### config.mk
export PLATFORM = sky130hd
export DESIGN_NAME = fetch_stage
export DESIGN_NICKNAME = d
export VERILOG_FILES = /design/src/rtl/fetch_stage.sv
export SDC_FILE = /design/constraint.sdc
export NUM_CORES = 1
export LEC_CHECK = 0
export ABC_AREA = 0
export CAP_MARGIN = 20
export CORE_MARGIN = 3
export CORE_UTILIZATION = 45
export CTS_BUF_LIST = sky130_fd_sc_hd__clkbuf_16
export DETAILED_ROUTE_END_ITERATION = 16
export DONT_BUFFER_PORTS = 1
export HOLD_SLACK_MARGIN = 0.02
export MAX_ROUTING_LAYER = met4
export PLACE_DENSITY = 0.72
export SETUP_SLACK_MARGIN = 0.4
export SYNTH_ARGS = -nofsm -noshare
export SYNTH_HDL_FRONTEND = slang
export SYNTH_SLANG_ARGS = --single-unit
### constraint.sdc
create_clock -name clk -period 3.1 [get_ports clk]
set_input_delay 0.465 -clock clk [delete_from_list [all_inputs] [get_ports clk]]
set_output_delay 0.465 -clock clk [all_outputs]
set_load 0.02 [all_outputs]
### src/rtl/fetch_stage.sv
// rtl/fetch_stage.sv - RV32I instruction fetch stage with skid buffer and redirect drain
module fetch_stage #(
  parameter logic [31:0] RESET_PC  = 32'h0000_0000,
  parameter logic [31:0] NOP_INSTR = 32'h0000_0013
) (
  input  logic        clk,
  input  logic        rst_n,
  output logic        imem_req,
  output logic [31:0] imem_addr,
  input  logic        imem_ack,
  input  logic [31:0] imem_rdata,
  input  logic        stall,
  input  logic        redirect,
  input  logic [31:0] redirect_pc,
  output logic        id_valid,
  output logic [31:0] id_instr,
  output logic [31:0] id_pc,
  output logic [31:0] id_pc_plus4
);

  typedef enum logic [1:0] {IDLE, FETCH, HOLD, DRAIN} state_t;

  state_t      state;
  logic [31:0] pc_q;
  logic [31:0] addr_q;
  logic        req_q;
  logic        valid_q;
  logic [31:0] instr_q;
  logic [31:0] idpc_q;
  logic [31:0] idp4_q;
  logic        skid_valid;
  logic [31:0] skid_instr;
  logic [31:0] skid_pc;

  logic        xfer;
  logic        accept;
  logic [31:0] target;

  // The address register diverges from pc_q only while draining a stale fetch.
  assign xfer        = req_q && imem_ack;
  assign accept      = !valid_q || !stall;
  assign target      = redirect_pc & 32'hFFFF_FFFC;

  assign imem_req    = req_q;
  assign imem_addr   = addr_q;
  assign id_valid    = valid_q;
  assign id_instr    = instr_q;
  assign id_pc       = idpc_q;
  assign id_pc_plus4 = idp4_q;

  // Fetch FSM: PC, memory handshake, IF/ID register and skid buffer.
  always_ff @(posedge clk) begin
    if (!rst_n) begin
      state      <= IDLE;
      pc_q       <= RESET_PC;
      addr_q     <= RESET_PC;
      req_q      <= 1'b0;
      valid_q    <= 1'b0;
      instr_q    <= NOP_INSTR;
      idpc_q     <= 32'h0;
      idp4_q     <= 32'h0;
      skid_valid <= 1'b0;
      skid_instr <= NOP_INSTR;
      skid_pc    <= 32'h0;
    end else if (redirect) begin
      // Flush everything younger than the branch; a pending request must
      // still complete at its original address before the target is issued.
      pc_q       <= target;
      valid_q    <= 1'b0;
      instr_q    <= NOP_INSTR;
      skid_valid <= 1'b0;
      case (state)
        FETCH: begin
          if (xfer) begin
            addr_q <= target;
          end else begin
            state  <= DRAIN;
          end
        end
        DRAIN: begin
          if (xfer) begin
            state  <= FETCH;
            addr_q <= target;
          end
        end
        default: begin
          state  <= FETCH;
          addr_q <= target;
          req_q  <= 1'b1;
        end
      endcase
    end else begin
      case (state)
        IDLE: begin
          state  <= FETCH;
          req_q  <= 1'b1;
          addr_q <= pc_q;
        end
        FETCH: begin
          if (xfer) begin
            if (accept) begin
              valid_q <= 1'b1;
              instr_q <= imem_rdata;
              idpc_q  <= pc_q;
              idp4_q  <= pc_q + 32'd4;
            end else begin
              skid_valid <= 1'b1;
              skid_instr <= imem_rdata;
              skid_pc    <= pc_q;
              state      <= HOLD;
              req_q      <= 1'b0;
            end
            pc_q   <= pc_q + 32'd4;
            addr_q <= pc_q + 32'd4;
          end else if (accept) begin
            valid_q <= 1'b0;
            instr_q <= NOP_INSTR;
          end
        end
        HOLD: begin
          if (!stall) begin
            valid_q    <= skid_valid;
            instr_q    <= skid_instr;
            idpc_q     <= skid_pc;
            idp4_q     <= skid_pc + 32'd4;
            skid_valid <= 1'b0;
            state      <= FETCH;
            req_q      <= 1'b1;
          end
        end
        DRAIN: begin
          if (xfer) begin
            addr_q <= pc_q;
            state  <= FETCH;
          end
        end
      endcase
    end
  end

endmodule

Word-level counts from Yosys, hierarchy flattened --
Cells that the tools add are included.
Operators by class: $add $sub $neg 2, equal/unequal tests 14, muxes and demuxes 45, bitwise gates (word level) 3, reductions and logical operators 21
Operators by type and width (number):
- 32-bit two-way mux | 18
- 32-bit case mux with 2 select lines | 3
- 32-bit case mux with 3 select lines | 1
- 32-bit by 3-bit adder with 32-bit output (second input constant) | 2
- 4-bit AND reduction | 4
- 3-bit inequality test (second input constant) | 5
- 1-bit two-way mux | 12
- 2-bit two-way mux | 6
- 2-bit inequality test (second input constant) | 5
- 5-bit AND reduction | 2
- 2-bit case mux with 4 select lines | 1
- 4-bit nonzero test | 2
- 2-bit nonzero test | 3
- 2-bit equality test (second input constant) | 2
- 1-bit case mux with 2 select lines | 2
- 2-bit case mux with 2 select lines | 1
- 2-bit AND reduction | 2
- 2-bit OR reduction | 2
- 3-bit by 2-bit inequality test with 1-bit output (second input constant) | 1
- 1-bit inverter | 3
- 1-bit case mux with 3 select lines | 1
- 3-bit AND reduction | 1
- 2-bit by 1-bit equality test with 1-bit output (second input constant) | 1
- 1-bit logical NOT | 2
- 3 further kinds | 3
Word-level totals: register bits 229, input port bits 69, output and inout bits 130

Logic depth before layout (Yosys ltp) --
depth after elaboration 6, mapped depth 8

Worst setup path after synthesis --
OpenSTA, ideal clock, no wires.
path kind flip-flop to flip-flop, start point register pc_q[2], end point register addr_q[30] (netlist: imem_addr[30]), library setup time 91 ps, data arrival time 2130 ps, required time 3009 ps, path slack 879 ps, stages on the path, launching flop included 9, period minus slack after synthesis 2221 ps, cells stage by stage dfxtp_1 > ha_1 > and2_1 > clkbuf_1 > and3_1 > clkbuf_1 > nand3_1 > or4_1 > a311oi_1
On the way: cells in the longest elaborated chain, start to end 4
RTL lines:
- from (decl) | line 24 | logic [31:0] pc_q;
- from (signal assigned) | line 68 | pc_q <= target;
- from (signal assigned) | line 113 | pc_q <= pc_q + 32'd4;
- 32-bit by 3-bit adder with 32-bit output | line 114 | addr_q <= pc_q + 32'd4;
- 32-bit two-way mux | line 100 | if (xfer) begin
- 32-bit case mux with 3 select lines | line 93 | case (state)
- 32-bit two-way mux | line 65 | end else if (redirect) begin
- to (signal assigned) | line 75 | addr_q <= target;
- to (signal assigned) | line 97 | addr_q <= pc_q;
- to (signal assigned) | line 114
- to (decl) | line 25 | logic [31:0] addr_q;
Every way passes these cells. The select of a mux whose other input is x is not followed. A chain may end at the register's enable or synchronous reset.

Final worst setup path --
Same ends and word-level chain as after synthesis.

==> reports/results.txt <==
run status: completed
met1 Use GR: 0.314
Post-synth ARST share: 0
critical path fanouts, max: 9
Critical Path Max Stage Delay: 0.52 ns
io pins: 199
highest clock rate: 398 MHz
number of DRC markers in iteration 0: 1,075
grt total ovfl: 0
hold path cells: 2
predominant post-synthesis flop cell: dfxtp_1
Synth area leaders: dfxtp_1, nand2_1, a21oi_1
cell area power density: 549 nW/um^2
NumNets Final: 1,409
Fin. Hold Viols: 0
CP Launch Type: register
Critical Path AT: 2.95 ns
initial antenna violation count: 0
CP Class: reg2reg
first-pass GRT wire length: 53,000 um
largest net degree at the start of global routing: 76
met2 GRT Util: 0.408
MaxCap Viol Count: 0
DRT Pass-1 Iters: 9
maximum level of the CTS H-tree: 1
Post-synth top cells: nand2_1, dfxtp_1, clkbuf_1
Synth top area share: 0.399
core footprint: 23,800 um^2
Mapped Cells: 1,416
Max transition margin: 0.297
die width: 162 um
Starting Density: 0.462
final wirelength: 33,800 um
Setup Viol. Count Final: 0
Final min period: 2.51 ns
worst r2r path cells: 6
DP Wirelength: 23,200 um
root buf cell: clkbuf_16
Residual DRC: 0
Vias/cell: 6.13
unrepaired setup endpoints after global routing: true
post-route ant nets: 0
Setup TNS: 0 ns
Fill cells: 2,293
number of synthesized flops with an enable pin: 0
Seq/Total Area, Yosys: 0.399
Reg-to-Reg Start: pc_q[2]
clock skew: 0.0186 ns
Placed Area: 11,100 um^2
fin area: 11,900 um^2
delay-heaviest family, CP: simple AND/OR/NAND/NOR gates
Yosys top cell by area: dfxtp_1
clock buffer depth: 3
wire per inst: 20.2 um
Rows: 56
Max VDD drop: 462 uV
Final Cycle Share: 0.810
Die Y: 162 um
CP Cell Sequence: ha_1, and2_1, and3_1, nand3_1, or4_1, a311oi_1
Synth Area per Inst: 7.75 um^2
Ys Warns: 0
GR met3 Demand/Resource: 0.0599
TritonCTS Buffers: 25
die area: 26,300 um^2
WP depth: 6
clock sinks: 219
number of global-route vias before repair: 9,489
Setup crit end kind: register
share of cells above drive strength 1: 0.0723
top-count cell post-synth: nand2_1
Cell Area, Synth: 11,000 um^2
Slew @ Worst Pin: 1.05 ns
busiest grt layer: met2
Clock Pin Slew Worst Setup and Hold Paths: 0.06 ns
sequential cell area: 4380 um^2
Hold Path Origin: imem_rdata[1]
Total GRT Usage: 0.253
Port Buffers: 0
buffers and inverters on the worst path: 0
crit path from: pc_q[2]
hold crit path type: in2reg
final RePlAce weighted congestion: 0.905
CP required: 3.54 ns
post-synthesis cell type count: 60
TritonCTS clock tree: built
area grow syn2layout: 8.14%
area of the multi-input gates: 5970 um^2
synthesized flop and latch total: 219
final slew viol count: 0
clk_lat worst skew: 0.53 ns
via count: 10,264
CP max stage cell: dfxtp_1
leakage: 3.90 nW
Inserted Diodes: 0
[power breakdown]
group | switching [mW] | internal, mW
combinational | 0.408 | 0.236
clock | 1.20 | 1.46
sequential | 0.270 | 2.95
[timing repair]
action / in CTS / in global routing
buffers inserted: 0 / 0
endpoints found under the setup margin: 0 / 2
endpoints found under the hold margin: 3 / 0
hold buffers: 1 / 0
gates resized for setup: 0 / 1
[final timing paths]
| check | endpoint | slack, ns |
|---|---|---|
| setup / recovery | imem_addr[30] | 0.59 |
| hold / removal | skid_instr[1] | 0.06 |
| setup reg to reg | imem_addr[30] | 0.59 |
| hold reg to reg | skid_instr[15] | 0.46 |
[layout make-up]
class / instances / share of cell area
multi-input combinational: 1044 / 0.503
sequential: 219 / 0.369
clock buffer: 25 / 0.0527
tap: 319 / 0.0336
timing repair buffer: 40 / 0.0308
clock inverter: 19 / 0.00801
inverter: 8 / 0.00274
[layer usage]
| metal | vias to the layer above | share of wire | wire length [um] |
|---|---|---|---|
| li1 | 4888 | - | - |
| met1 | 4885 | 0.40 | 13500 |
| met2 | 414 | 0.47 | 15900 |
| met3 | 77 | 0.092 | 3090 |
| met4 | 0 | 0.037 | 1250 |
| met5 | - | 0 | 0 |
[through the flow]
stage	total power [mW]	instances	hold WS [ns]	worst slack (ns)	utilization
floorplan	3.73	1421	0.436	0.879	-
global placement	3.90	1629	0.442	0.676	0.469
detailed placement	3.92	1629	0.447	0.626	0.469
CTS	6.56	1674	0.0442	0.626	0.500
global route	6.76	1674	0.0527	0.391	0.500
finish	6.52	1674	0.0564	0.589	0.500
[flip-flops by register name, indices dropped and copies added, names as in the netlist]
register     flops
skid_instr      32
state            2
skid_pc         30
id_pc           30
skid_valid       1
id_pc_plus4     30
id_valid         1
imem_addr       30
pc_q            30
id_instr        32
imem_req         1
[cells by family (layout without fill, tap and decap cells)]
group	count (synthesis)	in the layout	share of synthesized area
compound gates	304	304	0.186
fa+ha+maj	2	2	0.00228
xor+xnor	74	74	0.0590
other cells	1	6	0.000342
buf+inv	158	92	0.0631
flops	219	219	0.399
simple gates	645	645	0.277
mux	13	13	0.0120
[placed cells by master (no fill, tap or decap), types with 7 or more instances in the layout]
cell type  netlist  final
nand2_1        267    267
dfxtp_1        219    219
a21oi_1        106    104
nor2_1          98     96
nor3_1          75     74
nand3_1         71     69
xnor2_1         50     50
o21ai_0         37     37
a311oi_1        34     34
buf_4           11     34
a221oi_1        30     30
nor4_1          27     27
clkbuf_16        0     25
xor2_1          24     24
nand4_1         19     19
a211oi_1        17     17
nand2b_1        17     16
and3_1          15     15
and4_1          14     14
o211ai_1        14     14
o31ai_1         13     13
mux2i_1         12     12
inv_1            6     10
or3_1           10     10
o31a_1           9      9
and2_1           8      8
a31oi_1          7      7
Power figures use the tool's default switching activity.
